<file path="src/rtl/pipe_pkg.sv">
// Shared types and encodings for the elastic pipeline stage.
package pipe_pkg;

  // The encoding matches the occupancy count, so occupancy is a plain copy of the state.
  typedef enum logic [1:0] {
    EMPTY = 2'd0,
    ONE   = 2'd1,
    TWO   = 2'd2
  } pipe_state_t;

  localparam logic [1:0] OCC_EMPTY = 2'd0;
  localparam logic [1:0] OCC_ONE   = 2'd1;
  localparam logic [1:0] OCC_TWO   = 2'd2;

  function automatic logic [1:0] occ_of(input pipe_state_t s);
    logic [1:0] occ;
    case (s)
      ONE:     occ = OCC_ONE;
      TWO:     occ = OCC_TWO;
      default: occ = OCC_EMPTY;
    endcase
    return occ;
  endfunction

endpackage

</file>
<file path="src/rtl/pipe_word_reg.sv">
// One stage-word register. It resets to the bubble word; clear wins over load.
module pipe_word_reg #(
  parameter int               WIDTH      = 175,
  parameter logic [WIDTH-1:0] BUBBLE_VAL = {WIDTH{1'b0}}
) (
  input  logic             CLK,
  input  logic             RST,
  input  logic             load,
  input  logic [WIDTH-1:0] load_val,
  input  logic             clear,
  output logic [WIDTH-1:0] q
);

  logic [WIDTH-1:0] r_word;

  // Word storage: clear to bubble, else optional load.
  always_ff @(posedge CLK or posedge RST) begin
    if (RST)        r_word <= BUBBLE_VAL;
    else if (clear) r_word <= BUBBLE_VAL;
    else if (load)  r_word <= load_val;
  end

  assign q = r_word;

endmodule

</file>
<file path="src/rtl/pipe_stage_elastic.sv">
// Elastic inter-stage pipeline register with valid/ready flow control, a
// synchronous flush, and an optional skid entry for a registered in_ready.
//
// state | meaning
// EMPTY | nothing held; out_data shows the bubble word
// ONE   | main entry holds the word on out_data
// TWO   | main and skid both full; upstream is stalled (SKID=1 only)
module pipe_stage_elastic
  import pipe_pkg::*;
#(
  parameter int               WIDTH      = 175,
  parameter logic [WIDTH-1:0] BUBBLE_VAL = {WIDTH{1'b0}},
  parameter bit               SKID       = 1'b1
) (
  input  logic             CLK,
  input  logic             RST,
  input  logic             flush,
  input  logic             in_valid,
  output logic             in_ready,
  input  logic [WIDTH-1:0] in_data,
  output logic             out_valid,
  input  logic             out_ready,
  output logic [WIDTH-1:0] out_data,
  output logic [1:0]       occupancy
);

  pipe_state_t      r_state;
  pipe_state_t      w_state_nxt;
  logic             r_out_valid;
  logic [1:0]       r_occupancy;

  logic             w_accept;
  logic             w_consume;
  logic             w_main_load;
  logic             w_main_clear;
  logic [WIDTH-1:0] w_main_val;
  logic             w_skid_load;
  logic             w_skid_clear;
  logic [WIDTH-1:0] w_main_q;
  logic [WIDTH-1:0] w_skid_q;

  assign w_accept  = in_valid & in_ready & ~flush;
  assign w_consume = r_out_valid & out_ready;

  // Next state plus the load controls and the main-entry input mux.
  always_comb begin
    w_state_nxt  = r_state;
    w_main_load  = 1'b0;
    w_main_clear = 1'b0;
    w_main_val   = in_data;
    w_skid_load  = 1'b0;
    w_skid_clear = 1'b0;
    if (flush) begin
      // A consume in this cycle has already seen the current word; drop the rest.
      w_state_nxt  = EMPTY;
      w_main_clear = 1'b1;
      w_skid_clear = 1'b1;
    end else begin
      case (r_state)
        EMPTY: begin
          if (w_accept) begin
            w_state_nxt = ONE;
            w_main_load = 1'b1;
          end
        end
        ONE: begin
          if (w_accept && w_consume) begin
            w_main_load = 1'b1;
          end else if (w_accept) begin
            // Without a skid entry, in_ready guarantees that an accept comes with a consume.
            if (SKID) begin
              w_state_nxt = TWO;
              w_skid_load = 1'b1;
            end
          end else if (w_consume) begin
            w_state_nxt = EMPTY;
            w_main_load = 1'b1;
            w_main_val  = BUBBLE_VAL;
          end
        end
        TWO: begin
          if (w_consume) begin
            w_state_nxt  = ONE;
            w_main_load  = 1'b1;
            w_main_val   = w_skid_q;
            w_skid_clear = 1'b1;
          end
        end
        default: begin
          w_state_nxt  = EMPTY;
          w_main_clear = 1'b1;
          w_skid_clear = 1'b1;
        end
      endcase
    end
  end

  // State register, with out_valid and occupancy registered directly from the next state.
  always_ff @(posedge CLK or posedge RST) begin
    if (RST) begin
      r_state     <= EMPTY;
      r_out_valid <= 1'b0;
      r_occupancy <= OCC_EMPTY;
    end else begin
      r_state     <= w_state_nxt;
      r_out_valid <= (w_state_nxt != EMPTY);
      r_occupancy <= occ_of(w_state_nxt);
    end
  end

  pipe_word_reg #(
    .WIDTH      (WIDTH),
    .BUBBLE_VAL (BUBBLE_VAL)
  ) u_main (
    .CLK      (CLK),
    .RST      (RST),
    .load     (w_main_load),
    .load_val (w_main_val),
    .clear    (w_main_clear),
    .q        (w_main_q)
  );

  if (SKID) begin : g_skid
    logic r_in_ready;

    pipe_word_reg #(
      .WIDTH      (WIDTH),
      .BUBBLE_VAL (BUBBLE_VAL)
    ) u_skid (
      .CLK      (CLK),
      .RST      (RST),
      .load     (w_skid_load),
      .load_val (in_data),
      .clear    (w_skid_clear),
      .q        (w_skid_q)
    );

    // Registered ready: low exactly while both entries are full.
    always_ff @(posedge CLK or posedge RST) begin
      if (RST) r_in_ready <= 1'b1;
      else     r_in_ready <= (w_state_nxt != TWO);
    end

    assign in_ready = r_in_ready;
  end else begin : g_no_skid
    assign w_skid_q = BUBBLE_VAL;
    assign in_ready = ~r_out_valid | out_ready;
  end

  assign out_valid = r_out_valid;
  assign out_data  = w_main_q;
  assign occupancy = r_occupancy;

endmodule

</file>
<file path="config.mk">
export PLATFORM = sky130hd
export DESIGN_NAME = pipe_stage_elastic
export DESIGN_NICKNAME = d
export VERILOG_FILES = /design/src/rtl/pipe_pkg.sv /design/src/rtl/pipe_word_reg.sv /design/src/rtl/pipe_stage_elastic.sv
export SDC_FILE = /design/constraint.sdc
export NUM_CORES = 1
export LEC_CHECK = 0
export CORE_MARGIN = 2
export CORE_UTILIZATION = 50
export DETAILED_ROUTE_END_ITERATION = 10
export PLACE_DENSITY_LB_ADDON = 0.3
export SYNTH_ARGS = -nofsm -noshare
export SYNTH_HDL_FRONTEND = slang
export SYNTH_SLANG_ARGS = --single-unit
</file>
<file path="constraint.sdc">
create_clock -name CLK -period 16.7 [get_ports CLK]
set_input_delay 5.01 -clock CLK [delete_from_list [all_inputs] [get_ports CLK]]
set_output_delay 5.01 -clock CLK [all_outputs]
set_load 0.005 [all_outputs]
</file>
==> impl_metrics.tcl <==
set metrics [dict create \
    status "finished clean" \
    die_h_um 184 \
    vias 14800 \
    grt-ovfl-total 0 \
    p_leak_nw 8.86 \
    fp.dieArea_um2 33900 \
    synthDistinctLibCells 33 \
    worst_pin_slew_ns 1.24 \
    postCtsSetupBuffers 0 \
    grt_pass1_vias 14500 \
    post-route-period-util 0.515 \
    crit_top_cell "buf_4" \
    ctsHtreeMaxLevel 2 \
    met2_usage 0.455 \
    clock_latency_ns 0.51 \
    met1_usage 0.382 \
    skew_ns 0.00677 \
    clock_tree.buffer_depth 3 \
    synth_area_um2 16200 \
    final_core_util 0.665 \
    critPathArrivalTime_ns 9.00 \
    drc 0 \
    drive_above_1_share 0.0795 \
    fmax_mhz 116 \
    synth_nets 1960 \
    first_pass_iters 5 \
    core_area_um2 31700 \
    wl_per_cell_um 19.8 \
    slowest_delay_ns 0.98 \
    start_kind "input pin" \
    antenna_left 0 \
    critPathMaxFanout 76 \
    tns_ns 0 \
    root_buffer "clkbuf_16" \
    slew_violations 0 \
    clkSlewWorstSetupHoldPaths_ns 0.06 \
    rows 65 \
    numPortBuffers 358 \
    avgSynthCellArea_um2 9.14 \
    path_cells "clkdlybuf4s50_1 > nand3_1 > nor2_4 > buf_4 > buf_4 > a21oi_1 > o31ai_1" \
    mostFrequentLayoutCells "nand2_1, a21oi_1, clkdlybuf4s50_1" \
    p_per_area_nw_per_um2 99.0 \
    cap_violations 0 \
    min_period_ns 8.59 \
    met3_usage 0.0549 \
    yosysSeqAreaShare 0.549 \
    crit_required_ns 17.10 \
    worst-path-buf-inv 3 \
    start_util 0.511 \
    synth_warnings 0 \
    cp_top_family "buffers and inverters" \
    hpwl_um 28700 \
    vdd_ir_drop_max_mv 0.0669 \
    holdBufCountCts 0 \
    place_congestion 0.833 \
    drtIter0Drc 1534 \
    routed_wl_um 48900 \
    hold_class "flip-flop to flip-flop" \
    grt_max_degree 96 \
    rsz0062_at_grt "no" \
    synth-edff-count 0 \
    grt_first_pass_wirelength_um 77200 \
    grt-busiest-layer "met2" \
    cts.sinks 356 \
    routed_via_density 6.00 \
    antenna_found_initial 4 \
    crit_type "input pin to flip-flop" \
    dpl_worst_slack_ns 7.72 \
    io_pins 359 \
    synthArstFlopShare 1.00 \
    layout_setup_ws_ns 8.11 \
    cts_resized 0 \
    syn_inst 1775 \
    num-nets-final 2221 \
    setup_viol 0 \
    numCtsBuffers 38 \
    end_kind "flip-flop" \
    slew_headroom 0.174 \
    die_x_um 184 \
    ys_seq_elements 356 \
    track_usage 0.283 \
    syn_to_final_growth_pct 30.0 \
    synthFlopType "dfrtp_1" \
    cts_tree "done" \
    final_common_cell "nand2_1" \
    slowest_stage "nor2_4" \
    hold_viol_final 0 \
]
-- cell usage after synthesis (all sizes together), types with 2 or more instances --
| master | n | area (um^2) |
|---|---|---|
| buf | 107 | 526 |
| nor3 | 2 | 10.0 |
| nor2 | 5 | 21.3 |
| nand2 | 530 | 1990 |
| nand3b | 2 | 15.0 |
| o31ai | 175 | 1710 |
| a21oi | 527 | 2640 |
| nand3 | 2 | 10.0 |
| dfrtp | 355 | 8880 |
| clkbuf | 46 | 195 |
| ha | 5 | 62.6 |
| inv | 4 | 15.0 |
-- per-layer routing --
layer / part of all wire / up-vias
li1: - / 6693
met1: 0.41 / 7363
met2: 0.48 / 659
met3: 0.081 / 108
met4: 0.036 / 0
met5: 0 / -
-- where the power goes --
group          leakage, nW  switching (mW)  internal [mW]
Sequential            4.90          0.0289          0.902
Combinational         3.32           0.154          0.130
Clock                0.639           0.341          0.533
Total                 8.86           0.523           1.56
-- flip-flops by register name (all words and copies together) (netlist names) --
register         flops
occupancy            2
g_skid.u_skid.q    175
in_ready             1
out_valid            1
u_main.q           175
r_state              2
-- logic make-up (layout without fill, tap and decap cells) --
logic type                 after synthesis  count (layout)  synth area share
DFF                                    356             356             0.549
other                                    0               4                 0
buffers and inverters                  157             445            0.0454
and+or+nand+nor                        548             548             0.129
adders and majority gates                5               5           0.00386
AOI/OAI and AO/OA                      709             709             0.272
-- worst paths after layout --
path	startpoint	slack (ns)	cells past startpoint	end
max	out_ready	8.11	7	u_main.q[118]
min	u_main.q[75]	0.48	2	u_main.q[75]
max reg2reg	r_state[0]	11.53	8	u_main.q[118]
min reg2reg	u_main.q[75]	0.48	2	u_main.q[75]
max in group asynchronous	RST	9.57	4	g_skid.u_skid.q[174]
min in group asynchronous	RST	4.97	2	u_main.q[70]
-- final cells by class --
| class | instances | area, um^2 |
|---|---|---|
| Clock inverter | 8 | 118 |
| Multi-Input combinational cell | 1262 | 6630 |
| Fill cell | 2495 | 10600 |
| Antenna cell | 4 | 10.0 |
| Tap cell | 402 | 503 |
| Clock buffer | 59 | 1180 |
| Inverter | 4 | 22.5 |
| Timing Repair Buffer | 374 | 3700 |
| Sequential cell | 356 | 8910 |
-- through the flow --
step | instance area, um^2 | power, mW | hold slack (ns) | std cells
after global routing | 21100 | 2.16 | 0.496 | 2468
after global placement | 19800 | 1.22 | 0.463 | 2398
after floorplan | 16200 | 1.07 | 0.473 | 1775
final | 21100 | 2.09 | 0.477 | 2469
after detailed placement | 19800 | 1.23 | 0.467 | 2398
after CTS | 21100 | 2.10 | 0.480 | 2465
-- worst register-to-register path: cells and delay by family (launching register included) --
family / cells / cell delay (ns)
buffers and inverters: 3 / 1.74
and+or+nand+nor: 2 / 1.47
adders and majority gates: 1 / 0.86
AOI/OAI and AO/OA: 2 / 0.54
DFF: 1 / 0.45
Note: power is estimated with default switching activity, not from simulation.
